### src/rtl/scanchain_multi_writer.sv
`timescale 1ns/1ps
// Byte-stream driven writer for up to 16 scan chains: shifts {addr, payload}
// frames LSB first, latches them, or pulses a chain reset, then reports status.
module scanchain_multi_writer #(
    parameter int NUM_CHAINS        = 4,
    parameter int ADDR_BITS         = 12,
    parameter int PAYLOAD_BITS      = 160,
    parameter int CLKS_PER_SCAN_CLK = 100_000
) (
    input  logic                  clk,
    input  logic                  reset,
    input  logic                  data_valid,
    output logic                  data_ready,
    input  logic [7:0]            data_in,
    output logic                  response_valid,
    input  logic                  response_ready,
    output logic [7:0]            response_data,
    output logic [NUM_CHAINS-1:0] scan_clk,
    output logic [NUM_CHAINS-1:0] scan_en,
    output logic [NUM_CHAINS-1:0] scan_in,
    output logic [NUM_CHAINS-1:0] scan_reset
);

    localparam int WB = ADDR_BITS + PAYLOAD_BITS;
    localparam int NB = (WB + 7) / 8;
    localparam int TW = $clog2(2 * CLKS_PER_SCAN_CLK);
    localparam int BW = $clog2(WB + 1);
    localparam int CW = $clog2(NB + 1);

    localparam logic [TW-1:0] TICK_HALF        = TW'(CLKS_PER_SCAN_CLK / 2);
    localparam logic [TW-1:0] TICK_PERIOD_LAST = TW'(CLKS_PER_SCAN_CLK - 1);
    localparam logic [TW-1:0] TICK_PULSE_LAST  = TW'(2 * CLKS_PER_SCAN_CLK - 1);
    localparam logic [BW-1:0] BIT_LAST         = BW'(WB - 1);
    localparam logic [CW-1:0] BYTE_LAST        = CW'(NB - 1);

    typedef enum logic [2:0] {
        IDLE,
        RECV,
        SHIFT,
        LATCH,
        RSTPULSE,
        RESP
    } state_t;

    state_t            state;
    state_t            state_nxt;
    logic [3:0]        ch;
    logic              err;
    logic [NB*8-1:0]   word;
    logic [NB*8+7:0]   word_cat;
    logic [CW-1:0]     byte_cnt;
    logic [BW-1:0]     bit_cnt;
    logic [TW-1:0]     tick;
    logic              ch_ok;
    logic              cmd_ch_ok;

    assign ch_ok     = ({1'b0, ch} < 5'(NUM_CHAINS));
    assign cmd_ch_ok = ({1'b0, data_in[3:0]} < 5'(NUM_CHAINS));
    // Bytes arrive LSB first, so each new byte enters at the top and the
    // whole frame slides down; after NB bytes the first byte sits at bit 0.
    assign word_cat  = {data_in, word};

    always_ff @(posedge clk) begin
        if (reset) begin
            state <= IDLE;
        end else begin
            state <= state_nxt;
        end
    end

    always_comb begin
        state_nxt      = state;
        data_ready     = 1'b0;
        response_valid = 1'b0;
        response_data  = '0;
        case (state)
            IDLE: begin
                data_ready = 1'b1;
                if (data_valid) begin
                    if (data_in[7]) begin
                        state_nxt = cmd_ch_ok ? RSTPULSE : RESP;
                    end else begin
                        state_nxt = RECV;
                    end
                end
            end
            RECV: begin
                data_ready = 1'b1;
                if (data_valid && byte_cnt == BYTE_LAST) begin
                    state_nxt = ch_ok ? SHIFT : RESP;
                end
            end
            SHIFT: begin
                if (tick == TICK_PERIOD_LAST && bit_cnt == BIT_LAST) begin
                    state_nxt = LATCH;
                end
            end
            LATCH: begin
                if (tick == TICK_PERIOD_LAST) begin
                    state_nxt = RESP;
                end
            end
            RSTPULSE: begin
                if (tick == TICK_PULSE_LAST) begin
                    state_nxt = RESP;
                end
            end
            RESP: begin
                response_valid = 1'b1;
                response_data  = {(err ? 4'hE : 4'hA), ch};
                if (response_ready) begin
                    state_nxt = IDLE;
                end
            end
            default: state_nxt = IDLE;
        endcase
    end

    always_ff @(posedge clk) begin
        if (reset) begin
            ch       <= '0;
            err      <= 1'b0;
            word     <= '0;
            byte_cnt <= '0;
            bit_cnt  <= '0;
            tick     <= '0;
        end else begin
            case (state)
                IDLE: begin
                    if (data_valid) begin
                        ch       <= data_in[3:0];
                        err      <= data_in[7] && !cmd_ch_ok;
                        byte_cnt <= '0;
                        tick     <= '0;
                    end
                end
                RECV: begin
                    if (data_valid) begin
                        word     <= word_cat[NB*8+7:8];
                        byte_cnt <= byte_cnt + 1'b1;
                        err      <= !ch_ok;
                        bit_cnt  <= '0;
                        tick     <= '0;
                    end
                end
                SHIFT: begin
                    if (tick == TICK_PERIOD_LAST) begin
                        tick    <= '0;
                        word    <= word >> 1;
                        bit_cnt <= bit_cnt + 1'b1;
                    end else begin
                        tick <= tick + 1'b1;
                    end
                end
                LATCH, RSTPULSE: begin
                    tick <= tick + 1'b1;
                end
                default: ;
            endcase
        end
    end

    // Only the addressed chain is ever driven; SHIFT/LATCH/RSTPULSE are
    // reachable only with a valid channel, so the decode needs no extra guard.
    always_comb begin
        scan_clk   = '0;
        scan_en    = '0;
        scan_in    = '0;
        scan_reset = '0;
        for (int unsigned i = 0; i < NUM_CHAINS; i++) begin
            if (ch == 4'(i)) begin
                case (state)
                    SHIFT: begin
                        scan_clk[i] = (tick >= TICK_HALF);
                        scan_en[i]  = 1'b1;
                        scan_in[i]  = word[0];
                    end
                    LATCH: begin
                        scan_clk[i] = (tick >= TICK_HALF);
                    end
                    RSTPULSE: begin
                        scan_reset[i] = 1'b1;
                    end
                    default: ;
                endcase
            end
        end
    end

endmodule

### config.mk
export PLATFORM = sky130hd
export DESIGN_NAME = scanchain_multi_writer
export DESIGN_NICKNAME = d
export VERILOG_FILES = /design/src/rtl/scanchain_multi_writer.sv
export SDC_FILE = /design/constraint.sdc
export NUM_CORES = 1
export LEC_CHECK = 0
export BUFFER_PORTS_ARGS = -buffer_cell sky130_fd_sc_hd__buf_2
export CAP_MARGIN = 20
export CORE_ASPECT_RATIO = 2
export CORE_MARGIN = 3
export CORE_UTILIZATION = 60
export DETAILED_ROUTE_END_ITERATION = 12
export PLACE_DENSITY = 0.78
export SETUP_SLACK_MARGIN = 0.2
export SLEW_MARGIN = 20
export SYNTH_ARGS = -nofsm -noshare
export SYNTH_HDL_FRONTEND = slang
export SYNTH_SLANG_ARGS = --single-unit
### constraint.sdc
create_clock -name clk -period 2.4 [get_ports clk]
set_input_delay 0.12 -clock clk [delete_from_list [all_inputs] [get_ports clk]]
set_output_delay 0.12 -clock clk [all_outputs]
set_load 0.02 [all_outputs]
Yosys cells after proc, flatten, opt, wreduce, memory -nomap -nowiden
Index checks and enable logic that the tools add are counted.
- register bits: 215
- latch bits: 0
- bits in writable memories: 0
- memory bits (read-only): 0
- input bits: 12
- output and inout port bits: 26
- memories kept: 0
- add/subtract/negate cells: 3
- multiply operators: 0
- div/mod/pow operators: 0
- order comparisons: 3
- eq/ne operators: 21
- shift-type cells: 0
- muxes and demuxes: 49
- bitwise gates (word level): 0
- reductions and logical operators: 18
- operator list (operator ; count):
    176-bit two-way mux ; 2
    176-bit case mux with 2 select lines ; 1
    18-bit case mux with 3 select lines ; 1
    18-bit two-way mux ; 2
    3-bit two-way mux ; 9
    1-bit two-way mux ; 25
    8-bit two-way mux ; 3
    18-bit by 1-bit adder with 18-bit output (second input constant) ; 1
    18-bit by 17-bit equality test with 1-bit output (second input constant) ; 1
    18-bit equality test (second input constant) ; 1
    18-bit by 16-bit greater-or-equal comparator with 1-bit output (second input constant) ; 1
    3-bit case mux with 6 select lines ; 1
    2-bit inequality test (second input constant) ; 8
    8-bit case mux with 2 select lines ; 1
    5-bit two-way mux ; 2
    5-bit case mux with 2 select lines ; 1
    8-bit by 1-bit adder with 8-bit output (second input constant) ; 1
    4-bit by 2-bit equality test with 1-bit output (second input constant) ; 2
    8-bit equality test (second input constant) ; 1
    4-bit by 3-bit less-than comparator with 1-bit output (second input constant) ; 2
    3-bit by 2-bit equality test with 1-bit output (second input constant) ; 2
    3-bit equality test (second input constant) ; 2
    3-bit AND reduction ; 2
    6-bit AND reduction ; 1
    other kinds (14) ; 21

Logic depth before layout (Yosys ltp)
Gate-level depths: netlist of the first run.
- word-level depth: 5
- depth in mapped cells: 10
- depth with buffers taken out: 7

Worst setup path after synthesis of the first run
OpenSTA, ideal clock, no wires.
- kind: reg2reg
- start: register state[2]
- end: register word[138]
- setup time: 0.088 ns
- arrival time: 2.024 ns
- required time: 2.312 ns
- path slack: 0.288 ns
- cell stages (with the launch flop): 10
- buffers on the path: 4
- period minus slack after synthesis: 2.112 ns
- path through: dfxtp_1 nor2_1 and3_1 clkbuf_1 a31o_1 buf_4 buf_6 buf_4 nor2_1 a311oi_2
- longest elaborated chain between the ends: 3
- ends and longest elaborated chain (item ; RTL line ; source):
    start: declaration ; 45 ; state_t state;
    start signal: assignment ; 67 ; state <= state_nxt;
    3-bit by 2-bit equality test with 1-bit output / 3-bit by 1-bit equality test with 1-bit output (equally long branches) ; 128 ; case (state)
    2-bit inequality test (no line) / 2-bit nonzero test (equally long branches) ; n/a ;
    3-bit AND reduction (no line) ; n/a ;
    end signal: assignment ; 139 ; word <= word_cat[NB*8+7:8];
    end signal: assignment ; 149 ; word <= word >> 1;
    end: declaration ; 49 ; logic [NB*8-1:0] word;
Parallel ways exist; a longest one is shown, timed or not.
A chain may end at the register's enable or synchronous reset.

Worst setup path after layout of the first run
- start: register tick[17]
- end: register word[25]
- longest elaborated chain between the ends: 3
- ends and longest elaborated chain (item ; RTL line ; source):
    start: declaration ; 53 ; logic [TW-1:0] tick;
    start signal: assignment ; 152 ; tick <= tick + 1'b1;
    start signal: assignment ; 156 ; tick <= tick + 1'b1;
    18-bit by 17-bit equality test with 1-bit output ; 147 ; if (tick == TICK_PERIOD_LAST) begin
    2-bit inequality test (no line) ; n/a ;
    3-bit AND reduction (no line) ; n/a ;
Every way passes these cells.

==> metrics, run 1 <==
most common flop cell mapped by yosys dfxtp_1; register area share after synthesis 43.6%; pwr dens 716 mW/mm2; Reg power frac 47.5%; worst slew pin tran 0.734 ns; Die Span Y 187 um; largest family of logic cells by synthesized area simple AND/OR/NAND/NOR gates; largest net degree at the start of global routing 81; Initial Utilization 61.9%; Post-Synth Adder-Cell Area 0.634%; Post-Syn Area 0.00987 mm2; # rows 65; crit path time final 2.14 ns; Vias/cell 6.07; Reg2Reg Capture Point word[25]; worst hold path startpoint reset; Area Overhead vs Synth 15.1%; Final Power 8.13 mW; PortBufs 36; leak pwr 3.39 nW; Nets 1,280; Reg2Reg Launch Point tick[17]; dpl ws 0.138 ns; CTS tree built; IO Pins 38; Post-DP HPWL 14.3 mm; aggregate global-route resource usage 24.4%; final worst slack 0.255 ns; RSZ-0062 raised after global routing yes; Switching Share 27.9%; Avg WL per Cell 16.1 um; NetSw 2.27 mW; CP required 2.80 ns; fin. max-slew vios 0; Max-slew headroom 50.3%; CTS H-Tree Depth 1; Fmax 466 MHz; Clk Latency, worst-skew pair 0.51 ns; Reg2Reg Depth 7; simple-gate share of the synthesized area 27.4%; first-pass GRT wire length 38.8 mm; CP Max Fanout 24; critical path arrival 2.54 ns; Clk pwr share 38.2%; Synth Area in Compound Gates 20.4%; Final Hold Fails 0; initial antenna violation count 0; Cell variety after synth 55; setup_tns 0 ns; Inserted Diodes 0; share of cells above drive strength 1 12.5%; yosys warns 0; fin crit share 89.4%; hold endpoint state[1]; Worst Hold Slack 0.00748 ns; flop2flop setup slack 0.26 ns; area of the core 0.0159 mm2; CTS buffer count 20; commonest non-fill, non-tap cells in the layout nand2_1, nor2_1, dfxtp_1; Async SR Flop Fraction 0%; # Max-Cap Violations 0; Yosys reg bits 215; power share of the combinational group 14.3%; DRC Markers 0; clock sinks 215; most common cell after layout, fill and taps aside nand2_1; Bufs on Longest Clock Path 3; Int Power 5.86 mW; outcome finished, final reports clean; CTS clk-pin slew, worst paths 0.07 ns; Worst Skew 0.00987 ns; initial drt markers 516; Worst Hold Depth 2; final WL 23.7 mm; root buffer cell clkbuf_16; drt pass-1 iters 5; GP Congestion 0.874; EDFF count, synth 0; Die X 96.7 um; gr ovfl total 0; crit path kind reg -> reg; mux contribution to synthesized area 0.101%; number of global-route vias before repair 8,543; die area 0.0181 mm2; VDD IR max 598 uV; Synth Net Count 1,277; post-synthesis cell count 1,260; Worst setup SP type register; routed vias 8,972; worst min-delay path class in -> reg; Synth Area in XOR/XNOR 1.95%; post-synthesis area per instance 7.83 um2; crit path capture type register; ANT nets after route 0; setup violators final 0
## flip-flops by register name, summed over array words and instances (netlist names)
register / cells
err: 1
ch: 4
tick: 18
bit_cnt: 8
byte_cnt: 5
state: 3
word: 176
## kinds of logic (layout without fill, tap and decap cells)
kind of cell,Yosys count,after routing
XOR/XNOR,22,22
AO/OA/AOI/OAI,228,228
multiplexers,1,1
buffers and inverters,119,135
flip-flops,215,215
AND/OR/NAND/NOR,669,669
other,1,1
adder cells (fa/ha/maj),5,5
## stage by stage
step                      cells  cell area, um2  utilization [%]
after floorplan            1260            9870                -
final                      1477           11400             71.2
after global placement     1417           10300             64.3
after global routing       1477           11400             71.2
after CTS                  1461           11000             69.1
after detailed placement   1417           10300             64.3
## worst max-delay path, stage by stage, from the launching register on
cell and delay, ns:
dfxtp_1 0.37, or4b_4 0.58, nor2_4 0.17, a31o_4 0.23
buf_12 0.17, buf_16 0.17, nor2_1 0.05, a311oi_1 0.29
## worst max path at each step
stage,start,endpoint,slack [ns]
2_1_floorplan,state[2],word[138],0.29
3_3_place_gp,tick[0],word[162],0.22
3_5_place_dp,tick[0],word[155],0.14
4_1_cts,tick[1],word[155],0.20
5_1_grt,bit_cnt[0],state[2],0.12
6_report,tick[17],word[25],0.26
## power groups by stage
stage                     registers, mW  logic [mW]  clock network (mW)
after floorplan                    3.89       0.788                   0
after global placement             3.93        1.03                   0
after detailed placement           3.94        1.06                   0
after CTS                          3.86        1.09                3.15
after global routing               3.88        1.28                3.27
final                              3.86        1.16                3.11
## synthesized netlist by cell type, types with 3 or more instances
cell	number	share of area [%]
nand2_1	377	14
nor2_1	223	8.5
dfxtp_1	215	44
a311oi_1	156	14
clkbuf_1	67	2.5
buf_2	29	1.5
a311oi_2	20	3.0
a21oi_1	17	0.86
xor2_1	14	1.2
nand3_1	13	0.66
o21ai_0	12	0.61
and3_1	10	0.63
buf_4	9	0.68
buf_6	9	1.0
xnor2_1	8	0.71
and2_1	7	0.44
nand4_1	6	0.38
nor3_1	6	0.30
ha_1	5	0.63
inv_1	5	0.19
or3_1	5	0.32
and4_1	3	0.27
nor4_1	3	0.19
o31ai_1	3	0.23
## routing by layer
metal | vias up | GRT usage [%] | wire (um)
met4 | 0 | 10.4 | 828
met5 | - | 0 | 0
met1 | 4328 | 28.1 | 9370
met3 | 65 | 2.58 | 710
li1 | 4396 | - | -
met2 | 183 | 45.0 | 12800
## repair_timing
item,4_1_cts,5_1_grt
hold buffers,9,0
hold endpoints to repair,14,0
setup buffers,0,10
cloned,0,6
gates resized for setup,12,18
endpoints found under the setup margin,66,152
pin swaps,1,6
## layout make-up
| class | count | area (um2) |
|---|---|---|
| clock inverter | 8 | 83.8 |
| multi-input combinational | 926 | 5060 |
| timing repair buffer | 95 | 1080 |
| tap | 201 | 251 |
| sequential | 215 | 4310 |
| inverter | 5 | 22.5 |
| fill | 1256 | 4580 |
| clock buffer | 27 | 547 |
Power figures use the tool's default switching activity.
==> run 2: changes to the inputs <==
--- a/config.mk
+++ b/config.mk
@@ -7,7 +7,6 @@
 export LEC_CHECK = 0
 export BUFFER_PORTS_ARGS = -buffer_cell sky130_fd_sc_hd__buf_2
 export CAP_MARGIN = 20
-export CORE_ASPECT_RATIO = 2
 export CORE_MARGIN = 3
 export CORE_UTILIZATION = 60
 export DETAILED_ROUTE_END_ITERATION = 12
@@ -17,3 +16,4 @@
 export SYNTH_ARGS = -nofsm -noshare
 export SYNTH_HDL_FRONTEND = slang
 export SYNTH_SLANG_ARGS = --single-unit
+export TNS_END_PERCENT = 20
==> run 2 against run 1 <==
Against the previous run: critical path type unchanged; largest power group unchanged; non-clock buffer count down 19; combinational power about the same; critical endpoint is now state[0]; sequential share of layout area about the same; first-iteration DRC count up 53%; wire length down 2.1%.
==> metrics, run 2 (same netlist as run 1, synthesis figures left out) <==
CP required 2.79 ns (about the same); Vias/cell 6.02 (-0.96%); share of cells above drive strength 1 13.9% (+1.4 points); # rows 46 (-29%); Die Span Y 134 um (-28%); RSZ-0062 raised after global routing yes; crit path time final 2.15 ns (+0.00197 ns); aggregate global-route resource usage 23.7% (-0.68 points); initial antenna violation count 0 (unchanged); DRC Markers 0 (unchanged); area of the core 0.0160 mm2 (+0.38%); leak pwr 3.31 nW (-2.3%); pwr dens 729 mW/mm2 (+1.8%); commonest non-fill, non-tap cells in the layout nand2_1, nor2_1, dfxtp_1; clock sinks 215 (unchanged); final core utilization 71.0% (-0.24 points); worst min-delay path class in -> reg; Slowest Stage Delay on Critical Path 0.49 ns (-0.09 ns); Bufs on Longest Clock Path 3 (unchanged); Die X 134 um (+39%); Top Registers word: 176 flops, tick: 18 flops, bit_cnt: 8 flops; drt pass-1 iters 6 (+1); Fmax 466 MHz (about the same); Reg with most FFs word; setup_tns 0 ns (unchanged); fin. max-slew vios 0 (unchanged); CP Max Fanout 6 (-75%); largest net degree at the start of global routing 137 (+69%); routed vias 8,892 (-0.89%); die area 0.0180 mm2 (-0.52%); Largest register FFs 176 (unchanged); Final Hold Fails 0 (unchanged); crit path kind reg -> reg; PortBufs 36 (unchanged); number of global-route vias before repair 8,083 (-5.4%); Worst Skew 0.0139 ns (+0.00406 ns); Area Overhead vs Synth 15.2% (about the same); Clk Latency, worst-skew pair 0.50 ns (about the same); crit path capture type register; CP Buf/Inv Count 0 (-2); first-pass GRT wire length 37.5 mm (-3.2%); Avg WL per Cell 15.7 um (-2.2%); initial drt markers 789 (+53%); Initial Utilization 61.7% (-0.23 points); gr ovfl total 0 (unchanged); ANT nets after route 0 (unchanged); Inserted Diodes 0 (unchanged); GP Congestion 0.825 (-5.6%); Max-slew headroom 50.1% (-0.19 points); most common cell after layout, fill and taps aside nand2_1; final WL 23.2 mm (-2.1%); root buffer cell clkbuf_16; Worst Hold Slack 0.0601 ns (+0.0526 ns); CTS buffer count 23 (+15%); fin crit share 89.4% (about the same); Nets 1,265 (-1.2%); VDD IR max 482 uV (-19%); crit path cell chain ha_1, or4bb_1, o21ai_0, o311ai_0, o41ai_1; Largest delay share family, worst path compound AO/OA/AOI/OAI gates; outcome finished, final reports clean; dpl cells 1,418 (+0.071%); Worst setup SP type register; CTS clk-pin slew, worst paths 0.06 ns (about the same); fin area 0.0114 mm2 (about the same); Cell Area, Placed 0.0100 mm2 (-2.2%); # Max-Cap Violations 0 (unchanged); worst slew pin tran 0.739 ns (+0.00500 ns); Post-DP HPWL 12.0 mm (-16%); CTS tree built; setup violators final 0 (unchanged); final non-filler cell total 1,478 (+0.068%); critical path's slowest cell or4bb_1; IO Pins 38 (unchanged); critical path arrival 2.53 ns (about the same); CTS H-Tree Depth 1 (unchanged)
==> run 2: area by class of cell <==
type,instances,area [um2]
Inverter,5,22.5
Sequential cell,215,4310
Clock inverter,2,10.0
Multi-Input combinational cell,927,5280
Tap cell,216,270
Fill cell,1251,4640
Timing Repair Buffer,76,795
Clock buffer,37,678
==> run 2: final timing paths <==
kind,from,endpoint,slack (ns),depth (start not counted)
max,bit_cnt[0],state[0],0.25,5
min,reset,state[1],0.06,2
max reg2reg,bit_cnt[0],state[0],0.25,5
min reg2reg,word[6],word[5],0.48,2
==> run 2: per-stage QoR <==
stage                     total power [mW]  worst slack, ns
after floorplan                       4.68            0.288
after global placement                4.89            0.161
after detailed placement              4.91           0.0680
after CTS                             8.21            0.148
after global routing                  8.63            0.117
final                                 8.29            0.253
==> run 2: layer usage <==
layer  track usage (%)  up-vias  share of wire [%]
met2              39.1      172                 47
met5                 0        -                  0
met4              5.77        0                1.5
met1              33.2     4317                 47
li1                  -     4377                  -
met3              3.19       26                4.3
==> run 2: repair_timing <==
item                                   CTS  global route
endpoints found under the hold margin   14             0
pin swaps                                2             3
resized for setup                        7            50
setup buffers                            4             0
cloned                                   4             4
setup endpoints to repair              115           191
hold buffers                             9             0
==> run 2: report_power, final <==
part	switching [mW]	total [mW]	internal [mW]
logic	0.768	1.13	0.365
registers	0.139	3.87	3.73
clock network	1.37	3.29	1.92
==> run 2: worst register-to-register path: stages, from the launching register on <==
cell      delay [ns]
dfxtp_1         0.41
ha_1            0.24
or4bb_1         0.49
o21ai_0         0.18
o311ai_0        0.27
o41ai_1         0.44
